## src/rtl/lsu_pkg.sv

```systemverilog
// Shared types and constants for the load/store sequencer in front of the data memory.
package lsu_pkg;

  typedef enum logic [1:0] {
    IDLE   = 2'd0,
    ACCESS = 2'd1,
    RESP   = 2'd2,
    ERR    = 2'd3
  } lsu_state_e;

  localparam logic [2:0] F3_B  = 3'd0;
  localparam logic [2:0] F3_H  = 3'd1;
  localparam logic [2:0] F3_W  = 3'd2;
  localparam logic [2:0] F3_BU = 3'd4;
  localparam logic [2:0] F3_HU = 3'd5;

  localparam logic [31:0] ADDR_LIMIT_DEF = 32'h0000_3FFF;

  // Bit positions inside the packed width-strobe vector.
  localparam int S_LB  = 0;
  localparam int S_LBU = 1;
  localparam int S_LH  = 2;
  localparam int S_LHU = 3;
  localparam int S_LW  = 4;
  localparam int S_SB  = 5;
  localparam int S_SH  = 6;
  localparam int S_SW  = 7;

endpackage

```

## src/rtl/lsu_width_dec.sv

```systemverilog
// Access-width decoder: direction, funct3 and the low address bits give the
// one-hot mem strobes plus illegal-encoding and misalignment flags.
module lsu_width_dec
  import lsu_pkg::*;
(
  input  logic       is_load,
  input  logic [2:0] funct3,
  input  logic [1:0] ea_lo,
  output logic [7:0] strb,
  output logic       illegal,
  output logic       misaligned
);

  always_comb begin
    strb       = '0;
    illegal    = 1'b0;
    misaligned = 1'b0;
    if (is_load) begin
      case (funct3)
        F3_B:  strb[S_LB]  = 1'b1;
        F3_BU: strb[S_LBU] = 1'b1;
        F3_H:  begin strb[S_LH]  = 1'b1; misaligned = ea_lo[0]; end
        F3_HU: begin strb[S_LHU] = 1'b1; misaligned = ea_lo[0]; end
        F3_W:  begin strb[S_LW]  = 1'b1; misaligned = |ea_lo;   end
        default: illegal = 1'b1;
      endcase
    end else begin
      case (funct3)
        F3_B:  strb[S_SB] = 1'b1;
        F3_H:  begin strb[S_SH] = 1'b1; misaligned = ea_lo[0]; end
        F3_W:  begin strb[S_SW] = 1'b1; misaligned = |ea_lo;   end
        default: illegal = 1'b1;
      endcase
    end
  end

endmodule

```

## src/rtl/lsu_ctrl.sv

```systemverilog
// Load/store sequencer: one-cycle mem access, then a done pulse with the load result.
// Define LSU_ALIGN_FORCE_EN to force-align misaligned accesses instead of faulting.
module lsu_ctrl
  import lsu_pkg::*;
#(
  parameter int              XLEN       = 32,
  parameter logic [XLEN-1:0] ADDR_LIMIT = ADDR_LIMIT_DEF
) (
  input  logic            clk,
  input  logic            rst_n,
  input  logic            start,
  input  logic            is_load,
  input  logic            is_store,
  input  logic [2:0]      funct3,
  input  logic [XLEN-1:0] rs1_val,
  input  logic [XLEN-1:0] imm,
  input  logic [XLEN-1:0] rs2_val,
  output logic            busy,
  output logic            done,
  output logic            fault,
  output logic [XLEN-1:0] rd_data,
  output logic            mem_enabled,
  output logic            mem_load_enable,
  output logic            mem_store_enable,
  output logic            mem_is_lb,
  output logic            mem_is_lbu,
  output logic            mem_is_lh,
  output logic            mem_is_lhu,
  output logic            mem_is_lw,
  output logic            mem_is_sb,
  output logic            mem_is_sh,
  output logic            mem_is_sw,
  output logic [XLEN-1:0] mem_address,
  output logic [XLEN-1:0] mem_data_in,
  input  logic [XLEN-1:0] mem_data_out
);

  lsu_state_e      state_reg, state_next;
  logic [XLEN-1:0] ea_reg, rs2_reg, rd_data_reg;
  logic [7:0]      strb_reg;
  logic            is_load_reg, done_reg, fault_reg;

  logic [XLEN-1:0] ea_next, ea_capture;
  logic [7:0]      dec_strb, strb_out;
  logic            dec_illegal, dec_misaligned, range_err, req_fault, req_valid;
  logic            in_access;

  assign ea_next   = rs1_val + imm;
  assign req_valid = is_load | is_store;
  assign range_err = ea_next > ADDR_LIMIT;

  // Loads win when both direction bits are set, so the decoder sees is_load directly.
  lsu_width_dec u_width_dec (
    .is_load    (is_load),
    .funct3     (funct3),
    .ea_lo      (ea_next[1:0]),
    .strb       (dec_strb),
    .illegal    (dec_illegal),
    .misaligned (dec_misaligned)
  );

`ifdef LSU_ALIGN_FORCE_EN
  logic is_half, is_word;
  assign is_half    = dec_strb[S_LH] | dec_strb[S_LHU] | dec_strb[S_SH];
  assign is_word    = dec_strb[S_LW] | dec_strb[S_SW];
  assign req_fault  = dec_illegal | range_err;
  assign ea_capture = ea_next & {{(XLEN-2){1'b1}}, ~is_word, ~(is_word | is_half)};
  logic unused_mis;
  assign unused_mis = dec_misaligned;
`else
  assign req_fault  = dec_illegal | dec_misaligned | range_err;
  assign ea_capture = ea_next;
`endif

  always_comb begin
    state_next = state_reg;
    case (state_reg)
      IDLE:    if (start && req_valid) state_next = req_fault ? ERR : ACCESS;
      ACCESS:  state_next = RESP;
      RESP:    state_next = IDLE;
      ERR:     state_next = IDLE;
      default: state_next = IDLE;
    endcase
  end

  always_ff @(posedge clk or negedge rst_n) begin
    if (!rst_n) begin
      state_reg   <= IDLE;
      ea_reg      <= '0;
      rs2_reg     <= '0;
      strb_reg    <= '0;
      is_load_reg <= 1'b0;
      done_reg    <= 1'b0;
      fault_reg   <= 1'b0;
      rd_data_reg <= '0;
    end else begin
      state_reg <= state_next;
      done_reg  <= 1'b0;
      fault_reg <= 1'b0;
      case (state_reg)
        IDLE: if (start && req_valid) begin
          ea_reg      <= ea_capture;
          rs2_reg     <= rs2_val;
          strb_reg    <= dec_strb;
          is_load_reg <= is_load;
        end
        RESP: begin
          done_reg <= 1'b1;
          if (is_load_reg) rd_data_reg <= mem_data_out;
        end
        ERR: begin
          done_reg  <= 1'b1;
          fault_reg <= 1'b1;
        end
        default: ;
      endcase
    end
  end

  assign in_access = (state_reg == ACCESS);

  // Every mem-side output is gated by ACCESS so it drops with the async reset.
  for (genvar gi = 0; gi < 8; gi++) begin : g_strb
    assign strb_out[gi] = in_access & strb_reg[gi];
  end

  assign mem_is_lb  = strb_out[S_LB];
  assign mem_is_lbu = strb_out[S_LBU];
  assign mem_is_lh  = strb_out[S_LH];
  assign mem_is_lhu = strb_out[S_LHU];
  assign mem_is_lw  = strb_out[S_LW];
  assign mem_is_sb  = strb_out[S_SB];
  assign mem_is_sh  = strb_out[S_SH];
  assign mem_is_sw  = strb_out[S_SW];

  assign mem_enabled      = in_access;
  assign mem_load_enable  = in_access & is_load_reg;
  assign mem_store_enable = in_access & ~is_load_reg;
  assign mem_address      = in_access ? ea_reg  : '0;
  assign mem_data_in      = in_access ? rs2_reg : '0;

  assign busy    = (state_reg != IDLE);
  assign done    = done_reg;
  assign fault   = fault_reg;
  assign rd_data = rd_data_reg;

endmodule
```

## config.mk

```make
export PLATFORM = sky130hd
export DESIGN_NAME = lsu_ctrl
export DESIGN_NICKNAME = d
export VERILOG_FILES = /design/src/rtl/lsu_pkg.sv /design/src/rtl/lsu_width_dec.sv /design/src/rtl/lsu_ctrl.sv
export SDC_FILE = /design/constraint.sdc
export NUM_CORES = 1
export LEC_CHECK = 0
export ABC_AREA = 1
export BUFFER_PORTS_ARGS = -buffer_cell sky130_fd_sc_hd__buf_2
export CAP_MARGIN = 0
export CELL_PAD_IN_SITES_DETAIL_PLACEMENT = 0
export CELL_PAD_IN_SITES_GLOBAL_PLACEMENT = 1
export CORE_MARGIN = 1.5
export CORE_UTILIZATION = 32
export CTS_CLUSTER_SIZE = 40
export DETAILED_ROUTE_END_ITERATION = 8
export GPL_ROUTABILITY_DRIVEN = 0
export PLACE_DENSITY = 0.84
export SYNTH_ARGS = -nofsm -noshare
export SYNTH_HDL_FRONTEND = slang
export SYNTH_HIERARCHICAL = 1
export SYNTH_SLANG_ARGS = --single-unit
export TNS_END_PERCENT = 30
```

## constraint.sdc

```tcl
create_clock -name clk -period 1.3 [get_ports clk]
set_input_delay 0.26 -clock clk [delete_from_list [all_inputs] [get_ports clk]]
set_output_delay 0.26 -clock clk [all_outputs]
set_load 0.02 [all_outputs]
```

Word-level counts from Yosys, hierarchy flattened:

Index checks and enable logic that the tools add are counted.

* output and inout port bits: 110
* flip-flop bits (word level): 109
* logic and storage cells: 63
* input bits: 136

* magnitude comparators: 1
* reduce and logical (&&, ||, !) cells: 11
* muxes and demuxes: 20
* bitwise logic cells: 14
* $add $sub $neg: 1
* equality and inequality tests: 8

Operators with widths (count)
* two-way mux 32 bit: 2
* adder 32 bit: 1
* > comparator 32 x 14 -> 1 bit (second input constant): 1
* two-way mux 1 bit: 11
* AND 1 bit: 10
* == test 3 bit (second input constant): 2
* one-hot mux 2 bit (3 select lines): 1
* OR reduction 2 bit: 3
* two-way mux 5 bit: 1
* OR reduction 5 bit: 1
* == test 2 bit (second input constant): 2
* two-way mux 2 bit: 2
* one-hot mux 1 bit (2 select lines): 2
* AND reduction 2 bit: 2
* == test 3 x 1 -> 1 bit (second input constant): 1
* == test 3 x 2 -> 1 bit (second input constant): 1
* zero test 3 bit: 1
* two-way mux 3 bit: 1
* OR 1 bit: 3
* OR reduction 3 bit: 1
* == test 2 x 1 -> 1 bit (second input constant): 1
* zero test 2 bit: 1
* inequality test 2 bit (second input constant): 1
* nonzero test 2 bit: 1
* other kinds (2): 2

Logic depth before layout (Yosys ltp):

* word-level depth: 9
* mapped depth: 17
* gate-level depth less buffers: 17

By module:

Netlist, hierarchy kept.

By module, submodules not included
* lsu_ctrl: cells an instance 992, area each 6949.2 um^2, instances 1, sequential area each 2727.6 um^2
* lsu_width_dec: cells an instance 26, area each 108.9 um^2, instances 1, sequential area each 0.0 um^2

Worst setup path after synthesis:

Ideal clock, no wire load.

* path kind: input to register
* from: input port rs1_val[0]
* to: register state_reg[1]
* required time: 1.179 ns
* slack: -0.691 ns
* arrival: 1.870 ns
* stages on the path: 16
* cell sequence: ha_1 -> inv_1 -> fa_1 -> inv_1 -> nand3_1 -> nand3_1 -> nand2_1 -> nand3_1 -> nand2_1 -> nand2_1 -> nand2_1 -> nand2_1 -> xor2_1 -> nand3_1 -> nor2_1 -> nor2_1

* word-level cells in the longest chain between the ends: 9
* elaborated cells on any way between the ends: 11
* those cells by class: 1 x add/sub; 1 x order compare; 6 x mux; 2 x bitwise; 1 x reduce/logical

RTL lines
* start, declared: line lsu_ctrl.sv:15 `input logic [XLEN-1:0] rs1_val,`
* adder 32 bit (*): line lsu_ctrl.sv:48 `assign ea_next = rs1_val + imm;`
* parallel branches: the longest is 4 deep, another holds > comparator 32 x 14 -> 1 bit
* OR 1 bit (*): line lsu_ctrl.sv:71 `assign req_fault = dec_illegal | dec_misaligned | range_err;`
* two-way mux 2 bit (*) (2 in a row): line lsu_ctrl.sv:78 `IDLE: if (start && req_valid) state_next = req_fault ? ERR : ACCESS;`
* one-hot mux 2 bit (3 select lines) (*): line lsu_ctrl.sv:77 `case (state_reg)`
* end signal, assigned: line lsu_ctrl.sv:97 `state_reg <= state_next;`
* end, declared: line lsu_ctrl.sv:38 `lsu_state_e state_reg, state_next;`

Every way passes the cells marked *. The select of a mux whose other input is x is not followed.
A chain may end at the register's enable or synchronous reset.

Worst setup path in the final report:

* from: register state_reg[1]
* to: output port mem_address[14]

* word-level cells in the longest chain between the ends: 2

RTL lines
* == test 2 x 1 -> 1 bit: line lsu_ctrl.sv:120 `assign in_access = (state_reg == ACCESS);`
* two-way mux 32 bit: line lsu_ctrl.sv:139 `assign mem_address = in_access ? ea_reg : '0;`
* end, declared: line lsu_ctrl.sv:33 `output logic [XLEN-1:0] mem_address,`

Every way passes these cells.

==> metrics.cfg <==
[sta]
finalHoldViolCount=0
worstMarginPinSlew_ps=248
min_period_over_period=1.48
slew_headroom=0.833
rsz0062_at_grt=true
final_max_slew_viol_count=0
fmax_ghz=0.521
finalSetupViolations=182
clock_skew_ps=11.7
fin_ws_ps=-621
min_period_ps=1920
holdWs_ps=120

[critical_path]
critical_path.endpoint_type=output port
cp_max_fo=5
path_buf_inv=5
critPathRequiredTime_ps=1040
slowest_delay_ps=450
slowest_stage=dfrtp_2
timing_worst_setup_path_type=flip-flop to output port
startpoint_type=flip-flop
critPathArrivalTime_ps=1660
cp_top_family=buffers and inverters
path_cells=nor2_4 > buf_12 > buf_6 > inv_6 > buf_16 > nor2_4 > buf_6

[cells_and_area]
syn2layout_area_growth_pct=68.1
multi_input_area_sq_mm=0.00473
drive_gt1_frac=0.467
utilization=0.545
fill_cells=1998
seqCellArea_sq_mm=0.00273
fin_nets=1541

[floorplanning]
start_util=0.324
core-area_sq_mm=0.0218
die_x_um=152
rows=54
die_h_um=152
ios=246
dieArea_sq_mm=0.0230

[routing]
drt_first_pass_iters=4
vias=7370
drt-initial-drc-count=188
ant_nets=0
wirelength_mm=23.1
viasPerCell=4.44
wl_per_cell_um=13.9
drc=0

[placement]
pre_cts_ws_ps=-1010
io_buffers=245
detailed_place_hpwl_mm=17.8

[clock_tree]
cts_buffers=9
clock_latency_ps=350
cts.clk_slew.worst_paths_ps=80
tritoncts=yes
clkSinkCount=109
htreeDepth=3
clock_path_buffers=2
cts_root_buffer=clkbuf_16

[grt]
grt_pass1_vias=6884
grt_max_degree=53
antenna_found_initial=1
grt_pass1_wl_mm=33.7
grt_use_total=0.187
gr-total-overflow=0

[synthesis]
synthMostInstantiatedCell=nand2_1
synthCells=1018
async_flop_share=1.00
synthesis.nets=1186
yosysWarnings=6
syn_area_sq_mm=0.00706
synth-edff-count=0
syn_avg_cell_area_sq_um=6.93
yosysTopAreaCell=dfrtp_1
synth.distinct_cells=31
synth.area.top_cells=dfrtp_1 39%, nand2_1 16%, inv_1 11%
ys_seq_elements=109
synth_commonest_cells=307 x nand2_1, 198 x inv_1, 124 x nor2_1
synth_top_flop_cell=dfrtp_1
ys_seq_area_frac=0.386
yosysTopAreaCellShare=0.386

[pwr]
p_per_area_mw_per_mm2=1270
leakagePower_nw=6.06
p_total_mw=15.0
peakVddDrop_mv=0.680

[status]
status=finished, violations left
violations=setup timing

[flow_run]
cap_violations=0

[hold_path]
min_path_type=input port to flip-flop

final timing paths:
path	startpoint	to	slack, ps	cells past startpoint
worst min register to register	ea_reg[16]	ea_reg[16]	490	2
worst max register to register	state_reg[1]	rd_data[17]	-270	6
worst max-delay path	state_reg[1]	mem_address[14]	-620	7
min in group asynchronous	rst_n	ea_reg[2]	460	3
max in group asynchronous	rst_n	rs2_reg[29]	570	3
worst min-delay path	rs2_val[25]	rs2_reg[25]	120	3
placed cells by master, fill, tap and decap left out, types with 4 or more instances in the layout:
master       n
a21oi_1      9
a21oi_2     10
buf_12      10
buf_2      167
buf_4      101
buf_6       79
clkbuf_16   15
dfrtp_1    108
ha_1         4
ha_4        27
inv_1      189
inv_2       11
mux2_2      29
nand2_1    255
nand2_2     51
nand2_4     10
nand3_1     21
nand3_2      8
nand3_4      4
nand3b_1     6
nor2_1      46
nor2_2      11
nor2_4      77
nor3_2       4
o21ai_0     62
o21ai_1     12
xnor2_1      8
worst reg2reg max path: cells and delay by family, from the launching register on:
| kind | cells | cell delay, ps |
|---|---|---|
| buf+inv | 4 | 570 |
| flops | 1 | 450 |
| mux | 1 | 390 |
| simple gates | 1 | 60 |
cell type report:
type / count / area share
clock buffers: 10 / 0.0201
repair inverters: 2 / 0.00169
inverters: 202 / 0.0652
multi-input cells: 680 / 0.399
well taps: 280 / 0.0295
repair buffers: 369 / 0.249
flip-flops and latches: 109 / 0.230
clock inverters: 6 / 0.00527
diodes: 2 / 0.000422
where the power goes:
part	leakage [nW]	total [mW]	internal (mW)	switching, mW
Combinational	4.58	7.16	3.10	4.06
Sequential	1.34	5.12	4.59	0.532
Clock	0.148	2.74	1.41	1.34
per-stage QoR:
stage | cell area [sq um] | cells | TNS (ps)
6_report | 11900 | 1660 | -56850
5_1_grt | 11900 | 1659 | -68770
4_1_cts | 11100 | 1639 | -38000
3_5_place_dp | 9770 | 1620 | -38210
3_3_place_gp | 9770 | 1620 | -39190
2_1_floorplan | 7460 | 1018 | -23180
per-layer routing:
layer	vias to the layer above	wire length (um)	track usage
li1	3800	-	-
met1	3341	9380	0.222
met2	201	12000	0.349
met3	28	1280	0.0272
met4	0	446	0.0490
met5	-	0	0
repair_timing:
item | 4_1_cts | 5_1_grt
buffers inserted | 2 | 9
hold endpoints to repair | 109 | 0
endpoints found under the setup margin | 182 | 182
gates resized for setup | 256 | 128
hold buffers | 1 | 0
pin swaps | 27 | 19
cloned | 0 | 10
cell families after synthesis:
family          count (synthesis)  share of synthesized area
flops                         109                      0.386
buf+inv                       229                      0.123
fa+ha+maj                      32                     0.0578
compound gates                101                     0.0730
mux                            32                     0.0511
xor+xnor                       13                     0.0161
simple gates                  502                      0.292
Note: power is estimated with default switching activity, not from simulation.
